[src/rtl/stopwatch_pkg.sv]
// stopwatch_pkg: shared FSM encodings, default timing constants and tick source indices.
package stopwatch_pkg;
  localparam logic [1:0] ST_RUN = 2'd0;
  localparam logic [1:0] ST_PEND = 2'd1;
  localparam logic [1:0] ST_GUARD = 2'd2;
  localparam int GUARD_CYC_DEF = 4;
  localparam int TIMEOUT_DEF = 1023;
  localparam int SRC_NORM = 0;
  localparam int SRC_ADJ = 1;
  localparam int SRC_BLINK = 2;
endpackage

[src/rtl/tick_selector_if.sv]
// tick_selector_if: tick sources, select/pause requests and selector status.
interface tick_selector_if #(parameter int N_SRC = 2);
  localparam int SEL_W = $clog2(N_SRC);
  logic [N_SRC-1:0] tick_in;
  logic [SEL_W-1:0] sel;
  logic pause;
  logic tick_out;
  logic [SEL_W-1:0] cur_sel;
  logic switching;
  logic dropped;
  modport master(output tick_in, sel, pause, input tick_out, cur_sel, switching, dropped);
  modport slave(input tick_in, sel, pause, output tick_out, cur_sel, switching, dropped);
endinterface

[src/rtl/tick_guard_counter.sv]
// tick_guard_counter: saturating up-counter with clear and terminal-count compare against a runtime limit.
module tick_guard_counter #(parameter int CNT_W = 10) (
  input  logic             clk,
  input  logic             rst_n,
  input  logic             clr,
  input  logic             en,
  input  logic [CNT_W-1:0] limit,
  output logic             tc
);
  logic [CNT_W-1:0] cnt_q, cnt_d;
  always_comb begin
    cnt_d = clr ? '0 : (en && cnt_q != '1) ? cnt_q + CNT_W'(1) : cnt_q;
    tc = cnt_q == limit;
  end
  always_ff @(posedge clk or negedge rst_n)
    if (!rst_n) cnt_q <= '0;
    else cnt_q <= cnt_d;
endmodule

[src/rtl/tick_selector.sv]
// tick_selector: glitch-free N-way tick-enable mux with guard window and dead-source timeout.
module tick_selector
  import stopwatch_pkg::*;
#(
  parameter int N_SRC = 2,
  parameter int GUARD_CYC = GUARD_CYC_DEF,
  parameter int TIMEOUT = TIMEOUT_DEF,
  parameter int CNT_W = 10,
  localparam int SEL_W = $clog2(N_SRC)
) (
  input logic clk,
  input logic rst_n,
  tick_selector_if.slave bus
);
  localparam logic [CNT_W-1:0] TO_LIM = CNT_W'(TIMEOUT - 1);
  localparam logic [CNT_W-1:0] GD_LIM = CNT_W'(GUARD_CYC - 1);
  logic [1:0] state_q, state_d;
  logic [SEL_W-1:0] cur_sel_q, cur_sel_d, target_q, target_d, tgt;
  logic held_q, held_d, tick_out_q, tick_out_d, dropped_q, dropped_d, switching_q, switching_d;
  logic live, tk, sel_ok, tc;
  always_comb begin
    live = bus.tick_in[cur_sel_q];
    tk = live & ~bus.pause;
    sel_ok = 32'(bus.sel) < N_SRC;
    tgt = sel_ok ? bus.sel : target_q;
    state_d = state_q;
    cur_sel_d = cur_sel_q;
    target_d = target_q;
    held_d = held_q;
    tick_out_d = 1'b0;
    dropped_d = 1'b0;
    case (state_q)
      ST_RUN: begin
        tick_out_d = (live | held_q) & ~bus.pause;
        held_d = 1'b0;
        if (sel_ok && bus.sel != cur_sel_q) begin
          target_d = bus.sel;
          state_d = ST_PEND;
        end
      end
      ST_PEND: begin
        tick_out_d = tk;
        target_d = tgt;
        if (tgt == cur_sel_q) state_d = ST_RUN;
        else if (live || tc) begin
          cur_sel_d = tgt;
          state_d = ST_GUARD;
        end
      end
      default: begin
        // first new-source tick is held for release in RUN; any later one is discarded
        held_d = held_q | tk;
        dropped_d = held_q & tk;
        if (tc) state_d = ST_RUN;
      end
    endcase
    switching_d = state_d != ST_RUN;
  end
  tick_guard_counter #(.CNT_W(CNT_W)) u_cnt (
    .clk  (clk),
    .rst_n(rst_n),
    .clr  (state_d != state_q),
    .en   (state_q != ST_RUN),
    .limit(state_q == ST_PEND ? TO_LIM : GD_LIM),
    .tc   (tc)
  );
  always_ff @(posedge clk or negedge rst_n)
    if (!rst_n) begin
      state_q <= ST_RUN;
      cur_sel_q <= SEL_W'(SRC_NORM);
      target_q <= SEL_W'(SRC_NORM);
      held_q <= 1'b0;
      tick_out_q <= 1'b0;
      dropped_q <= 1'b0;
      switching_q <= 1'b0;
    end else begin
      state_q <= state_d;
      cur_sel_q <= cur_sel_d;
      target_q <= target_d;
      held_q <= held_d;
      tick_out_q <= tick_out_d;
      dropped_q <= dropped_d;
      switching_q <= switching_d;
    end
  assign bus.tick_out = tick_out_q;
  assign bus.cur_sel = cur_sel_q;
  assign bus.switching = switching_q;
  assign bus.dropped = dropped_q;
endmodule

[src/flat_wrapper.sv]
// flat-port wrapper written by rule: the top's interface ports become plain ports
module tick_selector_flat import stopwatch_pkg::*;
#(
  parameter int N_SRC = 2,
  parameter int GUARD_CYC = GUARD_CYC_DEF,
  parameter int TIMEOUT = TIMEOUT_DEF,
  parameter int CNT_W = 10,
  localparam int SEL_W = $clog2(N_SRC)
)
  (clk, rst_n, bus_tick_in, bus_sel, bus_pause, bus_tick_out, bus_cur_sel, bus_switching, bus_dropped);
  tick_selector_if #(.N_SRC(N_SRC)) bus_i ();
  input logic clk;
  input logic rst_n;
  input wire logic [$bits(bus_i.tick_in)-1:0] bus_tick_in;
  input wire logic [$bits(bus_i.sel)-1:0] bus_sel;
  input wire logic [$bits(bus_i.pause)-1:0] bus_pause;
  output wire logic [$bits(bus_i.tick_out)-1:0] bus_tick_out;
  output wire logic [$bits(bus_i.cur_sel)-1:0] bus_cur_sel;
  output wire logic [$bits(bus_i.switching)-1:0] bus_switching;
  output wire logic [$bits(bus_i.dropped)-1:0] bus_dropped;
  assign bus_i.tick_in = bus_tick_in;
  assign bus_i.sel = bus_sel;
  assign bus_i.pause = bus_pause;
  assign bus_tick_out = bus_i.tick_out;
  assign bus_cur_sel = bus_i.cur_sel;
  assign bus_switching = bus_i.switching;
  assign bus_dropped = bus_i.dropped;
  tick_selector #(.N_SRC(N_SRC), .GUARD_CYC(GUARD_CYC), .TIMEOUT(TIMEOUT), .CNT_W(CNT_W)) u_core (.clk(clk), .rst_n(rst_n), .bus(bus_i));
endmodule
[config.mk]
export PLATFORM = sky130hd
export DESIGN_NAME = tick_selector_flat
export DESIGN_NICKNAME = d
export VERILOG_FILES = /design/src/rtl/stopwatch_pkg.sv /design/src/rtl/tick_selector_if.sv /design/src/rtl/tick_guard_counter.sv /design/src/rtl/tick_selector.sv /design/src/flat_wrapper.sv
export SDC_FILE = /design/constraint.sdc
export NUM_CORES = 1
export LEC_CHECK = 0
export BUFFER_PORTS_ARGS = -buffer_cell sky130_fd_sc_hd__clkbuf_2
export CAP_MARGIN = 15
export CORE_UTILIZATION = 30
export DETAILED_ROUTE_END_ITERATION = 8
export GPL_TIMING_DRIVEN = 0
export PLACE_DENSITY_LB_ADDON = 0.15
export SLEW_MARGIN = 20
export SYNTH_ARGS = -nofsm -noshare
export SYNTH_HDL_FRONTEND = slang
export SYNTH_SLANG_ARGS = --single-unit
export TNS_END_PERCENT = 1
[constraint.sdc]
create_clock -name clk -period 3.3 [get_ports clk]
set_input_delay 0.33 -clock clk [delete_from_list [all_inputs] [get_ports clk]]
set_output_delay 0.33 -clock clk [all_outputs]
set_load 0.02 [all_outputs]
==> impl_metrics.yaml, run 1 <==
logic_synthesis:
  synthArstFlopShare: 1.00
  synth.distinct_cells: 42
  synth_top_cell_by_area: "dfrtp_1"
  synth_top_area_frac: 0.414
  synth_top_cells_by_count: "dfrtp_1 (17), nor3_1 (9), nand2_1 (8)"
  yosys.area_share.xor_xnor: 0.0681
  syn_avg_cell_area_um2: 9.99
  yosys.cell_count.top_type: "dfrtp_1"
  synthCells: 103
  synth_top_family_by_area: "simple AND/OR/NAND/NOR gates"
  synth_mux_area_frac: 0.0389
  yosysWarningCount: 0
  synth_nets: 110
  yosys_register_bits: 17
  synthTopCellsByArea: "dfrtp_1 (41%), nor3_1 (4.4%), xor2_1 (4.3%)"
  synth_edf_count: 0
  synthSimpleGateAreaFrac: 0.257
  ys.flop_type: "dfrtp_1"
  synth_compound_area_frac: 0.172
  netlist_area_um2: 1030
  synth_fa_ha_area_frac: 0.0122
  yosysSeqAreaShare: 0.414
detailed_routing:
  vias_per_cell: 5.39
  routedWlPerCell_um: 14.2
  wirelength_um: 2280
  drc_errors: 0
  drtIter0Drc: 22
  ant_nets: 0
  vias: 867
  dr.pass1.iters: 4
worst_setup_path:
  r2r-end: "u_core.u_cnt.cnt_q[9]"
  crit_path_end_kind: "register"
  rr_startpoint: "u_core.u_cnt.cnt_q[6]"
  critical_path_class: "reg -> reg"
  startpoint_type: "register"
  r2r_cells: 4
  reg2reg_slack_ns: 1.47
  crit_required_ns: 3.47
  crit_arrival_ns: 2.00
  crit_fanout: 10
min_path:
  min-delay-start: "bus_pause"
  whs_path_depth: 2
  hold_path_end: "u_core.bus.tick_out"
  hold_class: "in -> reg"
floorplan:
  dieWidth_um: 60.6
  die_y_um: 60.6
  start_util: 0.326
  row_count: 20
  pin_count: 10
  coreArea_um2: 3150
  dieArea_um2: 3670
global_routing:
  grt_pass1_wl_um: 4000
  met1_usage: 0.228
  gr-usage-all-layers: 0.153
  met3_usage: 0.0256
  grt_overflow: 0
  antenna_found_initial: 0
  top_usage_layer: "met1"
  met2_usage: 0.217
  grt_pass1_vias: 827
  grt_max_degree: 18
pwr:
  clkPwrFrac: 0.151
  netSwitchingPower_uw: 341
  p_per_area_nw_per_um2: 682
  leakagePower_uw: 0.000502
  p_seq_frac: 0.394
  pwr-share-comb: 0.455
  swShare: 0.429
  p_int_uw: 453
  peakVddDrop_mv: 0.262
clock_tree:
  cts_buffers: 3
  clock_sinks: 17
  clk_latency_ns: 0.30
  cts_root_buffer: "clkbuf_4"
  cts_tree: "built"
  cts.reportedPaths.clkPinSlew_ns: 0.11
  post_cts_buffers: 0
  htree_levels: 1
  ctsLongestPathBuffers: 2
sta:
  finalHoldViolations: 0
  fin_skew_ns: 0.00836
  finalSetupTns_ns: 0
  timing.final.crit_share: 0.556
  finalMaxSlewViolations: 0
  setup_viol: 0
  fmax_mhz: 545
  rsz0062_at_grt: "false"
  worst_pin_slew_ns: 0.569
  period_needed_ns: 1.83
  max_slew_margin: 0.620
status:
  status: "finished, final reports clean"
place:
  place_hpwl_um: 1660
  place_congestion: 0.850
  place_area_um2: 1130
  io_buffers: 9
final_layout:
  diodes: 0
  final_cell_area_um2: 1160
  drive_gt1_frac: 0.214
  synthToLayoutAreaGrowth_pct: 13.3
  final_nets: 125
run:
  max_cap_violations: 0
## registers in the layout, indices dropped and copies added, names as in the netlist
register	count
u_core.bus.switching	1
u_core.state_q	2
u_core.bus.dropped	1
u_core.u_cnt.cnt_q	10
u_core.held_q	1
u_core.bus.tick_out	1
u_core.bus.cur_sel	1
## cells by family after synthesis
family | count (synthesis)
adders and majority gates | 1
and+or+nand+nor | 44
AOI/OAI and AO/OA | 22
DFF | 17
buffers and inverters | 7
xor gates and xnor gates | 8
muxes | 4
## worst max-delay path, stage by stage (launching register included)
cell,delay [ns]
dfrtp_1,0.48
nand4_2,0.20
or4_4,0.60
a21oi_4,0.32
nor3_1,0.10
## through the flow
stage	hold slack [ns]	std cells	util	total power [µW]	setup slack, ns
floorplan	0.0344	103	-	582	1.70
finish	0.202	161	0.369	794	1.47
detailed placement	0.301	156	0.358	679	1.47
global route	0.190	161	0.369	860	1.34
global placement	0.295	156	0.358	677	1.48
CTS	0.190	161	0.369	802	1.46
## per-layer routing
layer | vias to the layer above | routed length (µm) | part of all wire
met2 | 20 | 975 | 0.43
met1 | 420 | 1200 | 0.53
met3 | 5 | 65 | 0.028
met4 | 0 | 36 | 0.016
met5 | - | 0 | 0
li1 | 422 | - | -
## how the worst max path moves through the flow
stage               slack (ns)               endpoint                   from
floorplan                 1.70  u_core.u_cnt.cnt_q[2]  u_core.u_cnt.cnt_q[6]
detailed placement        1.47  u_core.u_cnt.cnt_q[9]  u_core.u_cnt.cnt_q[6]
global route              1.34  u_core.u_cnt.cnt_q[9]  u_core.u_cnt.cnt_q[3]
global placement          1.48  u_core.u_cnt.cnt_q[2]  u_core.u_cnt.cnt_q[6]
CTS                       1.46  u_core.u_cnt.cnt_q[9]  u_core.u_cnt.cnt_q[6]
finish                    1.47  u_core.u_cnt.cnt_q[9]  u_core.u_cnt.cnt_q[6]
## cell type report
class,count,area (µm²)
Timing Repair Buffer,10,55.1
Tap cell,44,55.1
Clock buffer,4,26.3
Multi-Input combinational cell,79,563
Sequential cell,17,425
Buffer,4,28.8
Inverter,3,11.3
Fill cell,365,1990
## power by group through the flow
stage	clock [µW]	combinational, µW	sequential [µW]
after floorplan	0	256	326
after global placement	0	361	316
after detailed placement	0	362	317
after CTS	124	365	313
after global routing	135	403	322
final	120	362	313
## cells in the final DEF (no fill, tap or decap), types with 2 or more instances in the layout
cell type	instances
nand4b_1	3
clkbuf_4	3
and2b_2	2
a31oi_1	2
nand4_1	2
o31ai_1	3
nand2_1	8
xnor2_1	3
nand3_1	4
o21ai_0	4
o211ai_1	2
dfrtp_1	17
nor4_1	3
inv_1	3
nor3_1	9
nor2_1	3
clkbuf_2	11
xor2_1	5
mux2i_1	4
## repair_timing
| action | 4_1_cts | 5_1_grt |
|---|---|---|
| hold buffers | 1 | 0 |
| endpoints found under the hold margin | 17 | 0 |
| gates resized for setup | 0 | 0 |
Note: power is estimated with default switching activity, not from simulation.
==> run 2, diff against run 1 <==
clock period = 1.8 ns   (was 3.3 ns; I/O delays follow)
==> impl_metrics.yaml, run 2 (synthesized netlist as in run 1, its figures left out) <==
status:
  status: "finished, final reports clean"
clock_tree:
  cts_buffers: 3
  ctsLongestPathBuffers: 2
  cts.reportedPaths.clkPinSlew_ns: 0.11
  clk_latency_ns: 0.30
  cts_root_buffer: "clkbuf_4"
  cts_tree: "built"
  clock_sinks: 17
  htree_levels: 1
min_path:
  hold_path_end: "u_core.bus.tick_out"
  whs_path_depth: 2
  min-delay-start: "bus_pause"
  hold_class: "in -> reg"
sta:
  period_needed_ns: 1.72
  worst_pin_slew_ns: 0.497
  fmax_mhz: 582
  finalSetupTns_ns: 0
  setup_viol: 0
  timing.final.crit_share: 0.954
  fin_skew_ns: 0.00869
  rsz0062_at_grt: "false"
  max_slew_margin: 0.665
  finalMaxSlewViolations: 0
  finalHoldViolations: 0
final_layout:
  layout_common_cells: "dfrtp_1 (13), clkbuf_2 (11), nor3_1 (9)"
  reg.largest.list: "u_core.u_cnt.cnt_q x10, u_core.state_q x2"
  diodes: 0
  synthToLayoutAreaGrowth_pct: 18.1
  largest_reg_flops: 10
  stdcell_count: 163
  drive_gt1_frac: 0.277
  final_nets: 127
  largest-register: "u_core.u_cnt.cnt_q"
  layout_commonest_cell: "dfrtp_1"
floorplan:
  die_y_um: 60.6
  dieArea_um2: 3670
  start_util: 0.326
  row_count: 20
  coreArea_um2: 3150
  dieWidth_um: 60.6
  pin_count: 10
global_routing:
  gr-usage-all-layers: 0.154
  grt_pass1_vias: 833
  grt_pass1_wl_um: 4010
  antenna_found_initial: 0
  grt_max_degree: 18
  grt_overflow: 0
worst_setup_path:
  r2r-end: "u_core.u_cnt.cnt_q[1]"
  reg2reg_slack_ns: 0.08
  crit_path_end_kind: "register"
  startpoint_type: "register"
  crit_arrival_ns: 1.89
  crit_required_ns: 1.97
  critPathMaxStageDelay_ns: 0.59
  rr_startpoint: "u_core.u_cnt.cnt_q[6]"
  critical_path_class: "reg -> reg"
  crit_fanout: 10
  path_cells: "nand4_2 -> or4_4 -> a21oi_4 -> buf_12 -> nor3_1"
  r2r_cells: 5
  worst_path_max_delay_cell: "or4_4"
  cp-startpoint: "u_core.u_cnt.cnt_q[6]"
place:
  placedCellCount: 156
  place_congestion: 0.850
  place_hpwl_um: 1660
  io_buffers: 9
detailed_routing:
  routedWlPerCell_um: 14.0
  vias: 866
  ant_nets: 0
  wirelength_um: 2290
  vias_per_cell: 5.31
  drc_errors: 0
  drtIter0Drc: 45
  dr.pass1.iters: 4
run:
  max_cap_violations: 0
pwr:
  p_per_area_nw_per_um2: 1260
  leakagePower_uw: 0.000509
  finalPower_uw: 1530
  peakVddDrop_mv: 0.486
==> run 2: cell count changes in the layout (fill, tap and decap cells not counted) <==
| cell | delta |
|---|---|
| dfrtp_1 | -4 |
| dfrtp_2 | +4 |
| buf_12 | +1 |
| o31ai_1 | -1 |
| a31oi_4 | +1 |
| buf_4 | +1 |
| o31ai_2 | +1 |
| mux2i_2 | +1 |
| a31oi_2 | -1 |
| mux2i_1 | -1 |
==> run 2: how the worst max path moves through the flow <==
stage / to / slack, ns / cells after the start
finish: u_core.u_cnt.cnt_q[1] / 0.08 / 5
global route: u_core.u_cnt.cnt_q[9] / 0.005 / 5
CTS: u_core.u_cnt.cnt_q[1] / 0.03 / 5
detailed placement: u_core.u_cnt.cnt_q[9] / -0.03 / 4
global placement: u_core.u_cnt.cnt_q[2] / -0.02 / 4
floorplan: u_core.u_cnt.cnt_q[2] / 0.20 / 4
==> run 2: timing repair <==
action / in CTS / in global routing
cloned: 0 / 0
buffers inserted: 1 / 1
endpoints found under the setup margin: 10 / 10
hold buffers: 1 / 0
gates resized for setup: 0 / 7
hold endpoints to repair: 17 / 0
pin swaps: 1 / 1
==> run 2: through the flow <==
step | area, µm² | utilization | hold WS, ns | worst slack, ns
final | 1210 | 0.385 | 0.0542 | 0.0830
after global routing | 1210 | 0.385 | 0.0399 | 0.00482
after CTS | 1180 | 0.376 | 0.0401 | 0.0314
after detailed placement | 1130 | 0.358 | 0.151 | -0.0284
after global placement | 1130 | 0.358 | 0.145 | -0.0207
after floorplan | 1030 | - | -0.116 | 0.202
==> run 2: layout make-up <==
| class | instances | area [µm²] |
|---|---|---|
| fillers | 362 | 1940 |
| multi-input cells | 79 | 581 |
| flip-flops and latches | 17 | 430 |
| repair buffers | 12 | 82.6 |
| well taps | 44 | 55.1 |
| plain buffers | 4 | 28.8 |
| clock buffers | 4 | 26.3 |
| inverters | 3 | 11.3 |
==> run 2: power by group <==
group	internal, µW	total, µW	switching (µW)
clock	86.2	219	133
combinational	316	736	420
sequential	478	575	97.3
total	880	1530	651
==> run 2: critical path, delay by kind of cell (launching register included) <==
kind,cells,cell delay [ns]
compound gates,1,0.17
flops,1,0.44
buf+inv,1,0.14
simple gates,3,0.84
==> run 2: routing by layer <==
metal,up-vias,global-route usage,wire length (µm),part of all wire
met2,22,0.218,1010,0.44
met1,414,0.228,1200,0.52
met5,-,0,0,0
li1,426,-,-,-
met4,0,0.0682,23,0.010
met3,4,0.0256,61,0.027
==> run 3, diff against run 2 <==
RECOVER_POWER = 25   (was not set)
==> impl_metrics.yaml, run 3 (synthesized netlist as in run 1, its figures left out) <==
worst_setup_path:
  crit_path_end_kind: "register"
  critPathTopFamily: "simple AND/OR/NAND/NOR gates"
  startpoint_type: "register"
  crit_fanout: 10
  path_cells: "nand4_2 -> or4_4 -> a21oi_4 -> buf_12 -> nor3_1"
  crit_buf_inv: 1
  crit_required_ns: 1.97
  worst_path_max_delay_cell: "or4_4"
  crit_arrival_ns: 1.89
  critical_path_class: "reg -> reg"
  critPathMaxStageDelay_ns: 0.59
detailed_routing:
  drtIter0Drc: 45
  ant_nets: 0
  vias_per_cell: 5.31
  drc_errors: 0
  dr.pass1.iters: 4
  routedWlPerCell_um: 14.0
  vias: 866
  wirelength_um: 2290
sta:
  fin_skew_ns: 0.00869
  timing.final.crit_share: 0.954
  rsz0062_at_grt: "false"
  setup_viol: 0
  worst_pin_slew_ns: 0.916
  finalMaxSlewViolations: 0
  max_slew_margin: 0.389
  period_needed_ns: 1.72
  fmax_mhz: 582
  setup_ws_ns: 0.0830
  finalHoldViolations: 0
floorplan:
  dieArea_um2: 3670
  start_util: 0.326
  die_y_um: 60.6
  coreArea_um2: 3150
  pin_count: 10
  dieWidth_um: 60.6
  row_count: 20
pwr:
  p_per_area_nw_per_um2: 1260
  leakagePower_uw: 0.000506
  peakVddDrop_mv: 0.486
global_routing:
  gr-usage-all-layers: 0.154
  grt_pass1_wl_um: 4010
  antenna_found_initial: 0
  grt_max_degree: 18
  grt_overflow: 0
  grt_pass1_vias: 833
final_layout:
  layout_commonest_cell: "dfrtp_1"
  layout_common_cells: "dfrtp_1 (13), clkbuf_2 (10), nor3_1 (9)"
  largest_reg_flops: 10
  largest-register: "u_core.u_cnt.cnt_q"
  diodes: 0
  final_nets: 127
  synthToLayoutAreaGrowth_pct: 18.0
  reg.largest.list: "u_core.u_cnt.cnt_q x10, u_core.state_q x2"
  drive_gt1_frac: 0.269
  final_cell_area_um2: 1210
clock_tree:
  ctsLongestPathBuffers: 2
  cts.reportedPaths.clkPinSlew_ns: 0.11
  clk_latency_ns: 0.30
  cts_tree: "built"
  clock_sinks: 17
  cts_root_buffer: "clkbuf_4"
  htree_levels: 1
  cts_buffers: 3
place:
  dp_slack_ns: -0.0284
  io_buffers: 9
  place_hpwl_um: 1660
  place_area_um2: 1130
  place_congestion: 0.850
status:
  status: "finished, final reports clean"
min_path:
  hold_class: "in -> reg"
run:
  max_cap_violations: 0
run 3: cell counts in the layout (fill, tap and decap cells not counted):
Identical to the previous run, type by type.
run 3: power breakdown:
group          leakage, µW  switching [µW]  internal [µW]
Clock            0.0000150             133           86.2
Combinational     0.000274             420            315
Sequential        0.000217            97.3            478
run 3: stage by stage:
stage	std cells	utilization	TNS [ns]	total power (µW)	hold WS [ns]
final	163	0.385	0	1530	0.0542
after global routing	163	0.385	0	1650	0.0399
after CTS	162	0.376	0	1500	0.0401
after detailed placement	156	0.358	-0.179	1250	0.151
after global placement	156	0.358	-0.0700	1240	0.145
after floorplan	103	-	0	1070	-0.116
run 3: area by class of cell:
class,count,area [µm²]
clock buffer,4,26.3
inverter,3,11.3
buffer,4,28.8
tap,44,55.1
sequential,17,430
fill,363,1940
multi-input combinational,79,581
timing repair buffer,12,81.3
run 3: timing repair:
action / CTS / global route
gates resized for setup: 0 / 7
pin swaps: 1 / 1
gates cloned: 0 / 0
setup buffers: 1 / 1
setup endpoints to repair: 10 / 10
hold buffers: 1 / 0
hold endpoints to repair: 17 / 0
run 3: worst paths after layout:
path | from | endpoint | slack (ns) | cells after the start
hold / removal | bus_pause | u_core.bus.tick_out | 0.05 | 2
min in group asynchronous | rst_n | u_core.u_cnt.cnt_q[7] | 0.52 | 2
setup reg to reg | u_core.u_cnt.cnt_q[6] | u_core.u_cnt.cnt_q[1] | 0.08 | 5
max in group asynchronous | rst_n | u_core.u_cnt.cnt_q[6] | 0.66 | 2
setup / recovery | u_core.u_cnt.cnt_q[6] | u_core.u_cnt.cnt_q[1] | 0.08 | 5
hold reg to reg | u_core.held_q | u_core.held_q | 0.52 | 2
run 3: worst register-to-register path, stage by stage (launching register included):
cell,delay (ns)
dfrtp_2,0.44
nand4_2,0.20
or4_4,0.59
a21oi_4,0.17
buf_12,0.14
nor3_1,0.05
run 3: per-layer routing:
| layer | vias to the layer above | global-route usage | wire length [µm] |
|---|---|---|---|
| li1 | 426 | - | - |
| met1 | 414 | 0.228 | 1200 |
| met2 | 22 | 0.218 | 1010 |
| met3 | 4 | 0.0256 | 61 |
| met4 | 0 | 0.0682 | 23 |
| met5 | - | 0 | 0 |
